--- src/rtl/uart_led_cmd_pkg.sv ---
// Shared types and constants for the UART LED command controller.
package uart_led_cmd_pkg;

  typedef enum logic [1:0] {IDLE, PAYLOAD, SEND, READ} state_t;

  localparam logic [7:0] CMD_WR_U    = 8'h53;
  localparam logic [7:0] CMD_WR_L    = 8'h73;
  localparam logic [7:0] CMD_RD_U    = 8'h52;
  localparam logic [7:0] CMD_RD_L    = 8'h72;
  localparam logic [7:0] ACK_DEFAULT = 8'h41;
  localparam logic [7:0] NAK_DEFAULT = 8'h4E;

endpackage

--- src/rtl/uart_tx_sequencer.sv ---
// Paces bytes into the uart: one-cycle TX_ENABLE when idle, then two guard
// cycles before the uart's idle flag is trusted again.
module uart_tx_sequencer (
  input  logic       clk,
  input  logic       rst,
  input  logic       req,
  input  logic [7:0] data,
  input  logic       tx_idle,
  output logic [7:0] tx_data,
  output logic       tx_enable,
  output logic       done
);

  logic [1:0] guard;

  // done doubles as the fire strobe; the requester advances on the same edge
  assign done = req && (guard == 2'd0) && tx_idle;

  always_ff @(posedge clk or posedge rst) begin
    if (rst) begin
      tx_data   <= 8'h00;
      tx_enable <= 1'b0;
      guard     <= 2'd0;
    end else begin
      tx_enable <= done;
      if (done) begin
        tx_data <= data;
        guard   <= 2'd2;
      end else if (guard != 2'd0) begin
        guard <= guard - 2'd1;
      end
    end
  end

endmodule

--- src/rtl/uart_led_cmd_ctrl.sv ---
// Write/read command controller for a multi-byte LED register over the uart.
// Define UART_LED_CMD_CHECKSUM_EN to add an XOR checksum byte in both directions.
module uart_led_cmd_ctrl
  import uart_led_cmd_pkg::*;
#(
  parameter int         LED_W          = 8,
  parameter int         TIMEOUT_CYCLES = 1200000,
  parameter logic [7:0] ACK_CHAR       = ACK_DEFAULT,
  parameter logic [7:0] NAK_CHAR       = NAK_DEFAULT
) (
  input  logic             CLK,
  input  logic             RST,
  input  logic [7:0]       RX_DATA,
  input  logic             RX_READY,
  input  logic             TX_IDLE,
  output logic [7:0]       TX_DATA,
  output logic             TX_ENABLE,
  output logic [LED_W-1:0] LED,
  output logic             BUSY
);

  localparam int NB = LED_W / 8;
  localparam int CW = $clog2(NB + 1);
  localparam int TW = $clog2(TIMEOUT_CYCLES + 1);
`ifdef UART_LED_CMD_CHECKSUM_EN
  localparam int LAST = NB;
`else
  localparam int LAST = NB - 1;
`endif

  state_t           state;
  logic [LED_W-1:0] shadow;
  logic [LED_W+7:0] shifted;
  logic [CW-1:0]    cnt;
  logic [TW-1:0]    timer;
  logic [7:0]       tx_byte;
  logic [7:0]       seq_data;
  logic             req;
  logic             done;
`ifdef UART_LED_CMD_CHECKSUM_EN
  logic [7:0]       chk;
`endif

  assign shifted = {shadow, RX_DATA};
  assign req     = (state == SEND) || (state == READ);
  assign BUSY    = (state != IDLE);

  always_comb begin
    seq_data = shadow[LED_W-1 -: 8];
    if (state == SEND) seq_data = tx_byte;
`ifdef UART_LED_CMD_CHECKSUM_EN
    else if (cnt == CW'(NB)) seq_data = chk;
`endif
  end

  // shadow holds the incoming payload in PAYLOAD and the LED snapshot in READ
  always_ff @(posedge CLK or posedge RST) begin
    if (RST) begin
      state   <= IDLE;
      LED     <= '0;
      shadow  <= '0;
      cnt     <= '0;
      timer   <= '0;
      tx_byte <= 8'h00;
`ifdef UART_LED_CMD_CHECKSUM_EN
      chk     <= 8'h00;
`endif
    end else begin
      case (state)
        IDLE: if (RX_READY) begin
          cnt   <= '0;
          timer <= '0;
`ifdef UART_LED_CMD_CHECKSUM_EN
          chk   <= 8'h00;
`endif
          if (RX_DATA == CMD_WR_U || RX_DATA == CMD_WR_L) begin
            state  <= PAYLOAD;
            shadow <= '0;
          end else if (RX_DATA == CMD_RD_U || RX_DATA == CMD_RD_L) begin
            state  <= READ;
            shadow <= LED;
          end else begin
            LED <= '0;
          end
        end
        PAYLOAD: if (RX_READY) begin
          timer <= '0;
          cnt   <= cnt + CW'(1);
`ifdef UART_LED_CMD_CHECKSUM_EN
          if (cnt == CW'(NB)) begin
            state <= SEND;
            if (RX_DATA == chk) begin
              LED     <= shadow;
              tx_byte <= ACK_CHAR;
            end else begin
              tx_byte <= NAK_CHAR;
            end
          end else begin
            shadow <= shifted[LED_W-1:0];
            chk    <= chk ^ RX_DATA;
          end
`else
          shadow <= shifted[LED_W-1:0];
          if (cnt == CW'(NB - 1)) begin
            LED     <= shifted[LED_W-1:0];
            tx_byte <= ACK_CHAR;
            state   <= SEND;
          end
`endif
        end else if (timer == TW'(TIMEOUT_CYCLES)) begin
          shadow  <= '0;
          tx_byte <= NAK_CHAR;
          state   <= SEND;
        end else begin
          timer <= timer + TW'(1);
        end
        SEND: if (done) state <= IDLE;
        READ: if (done) begin
          cnt    <= cnt + CW'(1);
          shadow <= shadow << 8;
`ifdef UART_LED_CMD_CHECKSUM_EN
          chk    <= chk ^ shadow[LED_W-1 -: 8];
`endif
          if (cnt == CW'(LAST)) state <= IDLE;
        end
        default: state <= IDLE;
      endcase
    end
  end

  uart_tx_sequencer u_tx_seq (
    .clk      (CLK),
    .rst      (RST),
    .req      (req),
    .data     (seq_data),
    .tx_idle  (TX_IDLE),
    .tx_data  (TX_DATA),
    .tx_enable(TX_ENABLE),
    .done     (done)
  );

endmodule

--- config.mk ---
export PLATFORM = sky130hd
export DESIGN_NAME = uart_led_cmd_ctrl
export DESIGN_NICKNAME = d
export VERILOG_FILES = /design/src/rtl/uart_led_cmd_pkg.sv /design/src/rtl/uart_tx_sequencer.sv /design/src/rtl/uart_led_cmd_ctrl.sv
export SDC_FILE = /design/constraint.sdc
export NUM_CORES = 1
export LEC_CHECK = 0
export ABC_CLOCK_PERIOD_IN_PS = 2400
export CAP_MARGIN = 20
export CORE_MARGIN = 2
export CORE_UTILIZATION = 44
export CTS_CLUSTER_DIAMETER = 120
export DETAILED_ROUTE_END_ITERATION = 16
export PLACE_DENSITY = 0.64
export SYNTH_ARGS = -nofsm -noshare
export SYNTH_HDL_FRONTEND = slang
export SYNTH_SLANG_ARGS = --single-unit
--- constraint.sdc ---
create_clock -name CLK -period 2.4 [get_ports CLK]
set_clock_uncertainty 0.2 [all_clocks]
set_input_delay 0.48 -clock CLK [delete_from_list [all_inputs] [get_ports CLK]]
set_output_delay 0.48 -clock CLK [all_outputs]
set_load 0.1 [all_outputs]
### After elaboration in Yosys (flattened, before gate mapping)

Index checks and enable logic that the tools add are counted.
Widths: inputs -> output; s select.

| word-level totals | value |
|---|---|
| register bits after elaboration | 59 |
| bits in latches | 0 |
| output and inout port bits | 18 |
| memories | 0 |
| bits in writable memories | 0 |
| bits in read-only memories | 0 |

| cells by class | value |
|---|---|
| reductions and logical operators | 19 |
| shift-type cells | 0 |
| multiplexer cells | 37 |
| $add $sub $neg | 3 |
| $mul | 0 |
| divide/modulo/power cells | 0 |
| bitwise logic cells | 0 |
| equality and inequality tests | 21 |
| magnitude comparators | 0 |

Operator list:

| operator | count |
|---|---|
| $mux 8 | 15 |
| $mux 21 | 3 |
| $pmux 21 s2 | 1 |
| $eq 8x7->1 const B | 4 |
| $pmux 8 s3 | 1 |
| $mux 2 | 11 |
| $add 21x1->21 const B | 1 |
| $eq 21x21->1 const B | 1 |
| $pmux 8 s2 | 1 |
| $ne 2x2->1 const B | 7 |
| $ne 3x3->1 const B | 4 |
| $reduce_bool 2->1 | 5 |
| $pmux 2 s4 | 1 |
| $reduce_and 7->1 | 1 |
| $reduce_and 3->1 | 2 |
| $reduce_and 6->1 | 1 |
| $reduce_and 5->1 | 1 |
| $eq 2x2->1 const B | 2 |
| $logic_not 2->1 | 2 |
| $ne 2x1->1 const B | 2 |
| $reduce_and 4->1 | 1 |
| $logic_or 1x1->1 | 3 |
| $mux 1 | 3 |
| $pmux 1 s3 | 1 |
| 5 further kinds | 6 |

### Depth between registers and ports, before layout

| logic depth | value |
|---|---|
| depth in word-level cells | 6 |
| mapped depth | 8 |
| mapped depth without buffers | 8 |

### Cells and area by module

From an unflattened synthesis, not the netlist that was laid out.

| second synthesis, totals | value |
|---|---|
| cell total of the unflattened synthesis | 279 |
| area total of the unflattened synthesis | 2758.9 um^2 |

By module, submodules not included:

| module | area an instance (um^2) | cells each | instances |
|---|---|---|---|
| uart_led_cmd_ctrl | 2318.5 | 250 | 1 |
| uart_tx_sequencer | 440.4 | 29 | 1 |

### Worst setup path after synthesis

Ideal clock, no wire load.

| path | value |
|---|---|
| path kind | flip-flop to flip-flop |
| from | register u_tx_seq.guard[0] |
| to | register shadow[0] |
| cell stages (with the launch flop) | 9 |
| path slack | 354 ps |
| data arrival time | 1721 ps |
| required time | 2075 ps |
| cells stage by stage | dfrtp_1 -> inv_1 -> ha_1 -> nand3_1 -> inv_1 -> o21ai_0 -> o21ai_1 -> nor2_4 -> mux2_4 |

| between the ends | value |
|---|---|
| cells in the longest elaborated chain, start to end | 5 |

Ends and longest elaborated chain:

| element | line | RTL |
|---|---|---|
| start, declared | uart_tx_sequencer.sv:14 | `logic [1:0] guard;` |
| start signal, assigned | uart_tx_sequencer.sv:30 | `guard <= guard - 2'd1;` |
| $logic_not 2->1 | uart_tx_sequencer.sv:17 | `assign done = req && (guard == 2'd0) && tx_idle;` |
| $logic_and 1x1->1 (2 in series) | uart_tx_sequencer.sv:17 |  |
| via done | uart_led_cmd_ctrl.sv:39 | `logic done;` |
| $ne 2x1->1 (no source line) | -- |  |
| $reduce_and 5->1 (no source line) | -- |  |
| end signal, assigned | uart_led_cmd_ctrl.sv:103 | `shadow <= shifted[LED_W-1:0];` |
| end signal, assigned | uart_led_cmd_ctrl.sv:120 | `shadow <= shadow << 8;` |
| end, declared | uart_led_cmd_ctrl.sv:32 | `logic [LED_W-1:0] shadow;` |

The timed path passes the listed nets, and every way through them passes these cells.
A chain may end at the register's enable or synchronous reset.

### Worst setup path after layout

| path | value |
|---|---|
| from | register timer[0] |
| to | register shadow[3] |

| between the ends | value |
|---|---|
| cells in the longest elaborated chain, start to end | 3 |

Ends and longest elaborated chain:

| element | line | RTL |
|---|---|---|
| start, declared | uart_led_cmd_ctrl.sv:35 | `logic [TW-1:0] timer;` |
| start signal, assigned | uart_led_cmd_ctrl.sv:115 | `timer <= timer + TW'(1);` |
| $eq 21x21->1 | uart_led_cmd_ctrl.sv:110 | `end else if (timer == TW'(TIMEOUT_CYCLES)) begin` |
| $ne 3x3->1 (no source line) | -- |  |
| $reduce_and 5->1 (no source line) | -- |  |

Every way passes these cells.

==> metrics <==
Layout Cells excl Fill=403; crit path launch=timer[0]; Tot GR Track Use=0.1704; first-pass GRT wire length=9625 µm; worst skew pair latency=310 ps; CTS Hold Bufs=0; top-count cell post-synth=dfrtp_1; vias in the first global route=1986; CP cell instances=inv_1 -> ha_1 -> nor4b_2 -> nand3_1 -> nor3_4 -> nor2_4 -> buf_12 -> mux2_4; drt first pass iters=4; HP Start=u_tx_seq.tx_data[4]; Syn. warnings=0; setup violators final=0; clock slew at reported path FFs=100 ps; Synth Area in Adders=0.01367; Top delay family on crit path=simple AND/OR/NAND/NOR gates; most frequent cells after synthesis=54 x dfrtp_1, 41 x nand2_1, 23 x nor2_1; Post-Route WL=5563 µm; Die Wd=83.01 µm; fin crit period=2222 ps; EDFF count, synth=0; simple-gate share of the synthesized area=0.2405; CP Max Fanout=8; most used flip-flop cell after synthesis=dfrtp_1; gr ovfl total=0; Synth async-reset ratio=1.000; register area=1351 µm²; CTS sink count=54; Pwr Density=680.7 nW/µm²; Synth top area share=0.4920; Gate Count Post-Synth=281; H-tree depth=2; Layout area overhead=21.00%; #FFs+latches synth=54; CP max-delay cell=dfrtp_1; Core Footprint=5991 µm²; wire per inst=13.80 µm; TritonCTS Buffers=5; fill cell count=581; Leak=0.001532 µW; Die ar.=6890 µm²; # IOs=30; Clock Tree Buf Depth=2; area of the multi-input gates=1299 µm²; largest family of logic cells by synthesized area=simple AND/OR/NAND/NOR gates; part of the Yosys area used for sequential elements=0.4920; top post-synthesis cells by area=dfrtp_1 49%, nand2_1 5.6%, mux2_4 4.4%; Synthesized Nets=296; effective utilization at floorplan=0.4584; Worst VDD drop=578.9 µV; CP bufs+invs=2; initial antenna violation count=0; Avg Vias per Cell=5.141; largest net degree at the start of global routing=55; Yosys cell types=49; WP data required=2400 ps; DR iter-0 viols=96; DR DRC count=0; crit start category=flop; FMAX=0.4500 GHz; Compound-Gate Fraction of Synth Area=0.1212; worst hold path type=reg -> reg; final hold vios=0; Crit path largest cell delay=410 ps; outcome=complete, no violations; Worst-Margin Slew=361.4 ps; die extent in y=83.01 µm; Vias=2072; unrepaired setup endpoints after global routing=no; fin nets=342; Mapped Area=2746 µm²; crit end category=flop; Slew Limit Fails=0; Cells after DPL=395; period utilisation layout=0.9260; PortBufs=29; Synth Area in XOR/XNOR=0.04784; setup tns final=0 ps; origin of the critical flop-to-flop path=timer[0]; Critical Path AT=2220 ps; Synth area leader=dfrtp_1; CTS tree=built; synthesized area per cell=9.774 µm²; Max Cap Violations=0; Antenna Violating Nets Remaining=0; row cnt=28; relative slew slack=0.7591; layout cell share with drive strength beyond 1=0.2043; Root Buffer=clkbuf_8; n_diodes=0; GPL Wtd Cong=0.7987; multiplexer share of the synthesized area=0.04738; Crit Path Category=reg -> reg; detailed placement HPWL=4054 µm
## kinds of logic (layout without fill, tap and decap cells)
group                    count (synthesis)  count (layout)
adder cells (fa/ha/maj)                  3               3
flip-flops                              54              54
buffers and inverters                   24              71
XOR/XNOR                                15              15
AO/OA/AOI/OAI                           52              52
multiplexers                             9               9
AND/OR/NAND/NOR                        124             124
## registers in the layout, summed over array words and instances, names as in the netlist
register,count
LED,8
tx_byte,3
cnt,1
state,2
u_tx_seq.guard,2
timer,21
shadow,8
u_tx_seq.tx_data,8
u_tx_seq.tx_enable,1
## power by group
part / internal [µW] / leakage [µW] / switching, µW
Clock: 207 / 0.0000452 / 293
Combinational: 220 / 0.000752 / 515
Sequential: 983 / 0.000735 / 44.3
Total: 1410 / 0.00153 / 853
## cell usage in the layout (no fill, tap or decap), types with 5 or more instances in the layout
master and instances:
xor2_1 5, dfrtp_1 54, clkdlybuf4s50_1 11, nand2_1 41, a21oi_1 8, o21ai_0 19
nor3_1 9, nand3_1 14, or3_1 5, xnor2_1 10, mux2_4 8, clkbuf_8 5
buf_4 37, nor2_1 23, inv_1 11, a22o_1 8
## layer usage
| layer | vias to the layer above | wire length (µm) | track usage |
|---|---|---|---|
| met4 | 0 | 69 | 0.04918 |
| met5 | - | 0 | 0 |
| met2 | 31 | 2500 | 0.2749 |
| li1 | 1076 | - | - |
| met1 | 958 | 2786 | 0.2326 |
| met3 | 7 | 207 | 0.03579 |
## area by class of cell
| class | instances | area share |
|---|---|---|
| clock inverter | 2 | 0.004142 |
| clock buffer | 6 | 0.02184 |
| multi-input combinational | 203 | 0.3908 |
| inverter | 12 | 0.01355 |
| tap | 75 | 0.02824 |
| timing repair buffer | 51 | 0.1348 |
| sequential | 54 | 0.4066 |
## final timing paths
path / end / slack, ps / depth (start not counted)
hold / removal: u_tx_seq.tx_data[4] / 280 / 2
max in group asynchronous: timer[2] / 1410 / 3
hold reg to reg: u_tx_seq.tx_data[4] / 280 / 2
min in group asynchronous: u_tx_seq.tx_data[5] / 340 / 3
setup / recovery: shadow[3] / 180 / 8
setup reg to reg: shadow[3] / 180 / 8
## timing repair
item	in CTS	in global routing
resized for setup	0	1
buffers inserted	0	0
setup endpoints to repair	0	8
## worst register-to-register path: stages (launching register included)
cell and delay [ps]:
dfrtp_1 410, inv_1 80, ha_1 160, nor4b_2 240, nand3_1 220, nor3_4 310, nor2_4 60, buf_12 140
mux2_4 290
## through the flow
stage / cell area (µm²) / power (µW) / utilization / hold WS (ps) / worst slack [ps]
floorplan: 2746 / 1571 / - / 234.0 / 353.9
global placement: 3231 / 1773 / 0.5393 / 254.6 / 39.98
detailed placement: 3231 / 1787 / 0.5393 / 258.9 / -19.98
CTS: 3317 / 2306 / 0.5537 / 282.0 / 58.51
global route: 3323 / 2396 / 0.5547 / 313.7 / 74.73
finish: 3323 / 2262 / 0.5547 / 277.2 / 177.7
Note: power is estimated with default switching activity, not from simulation.
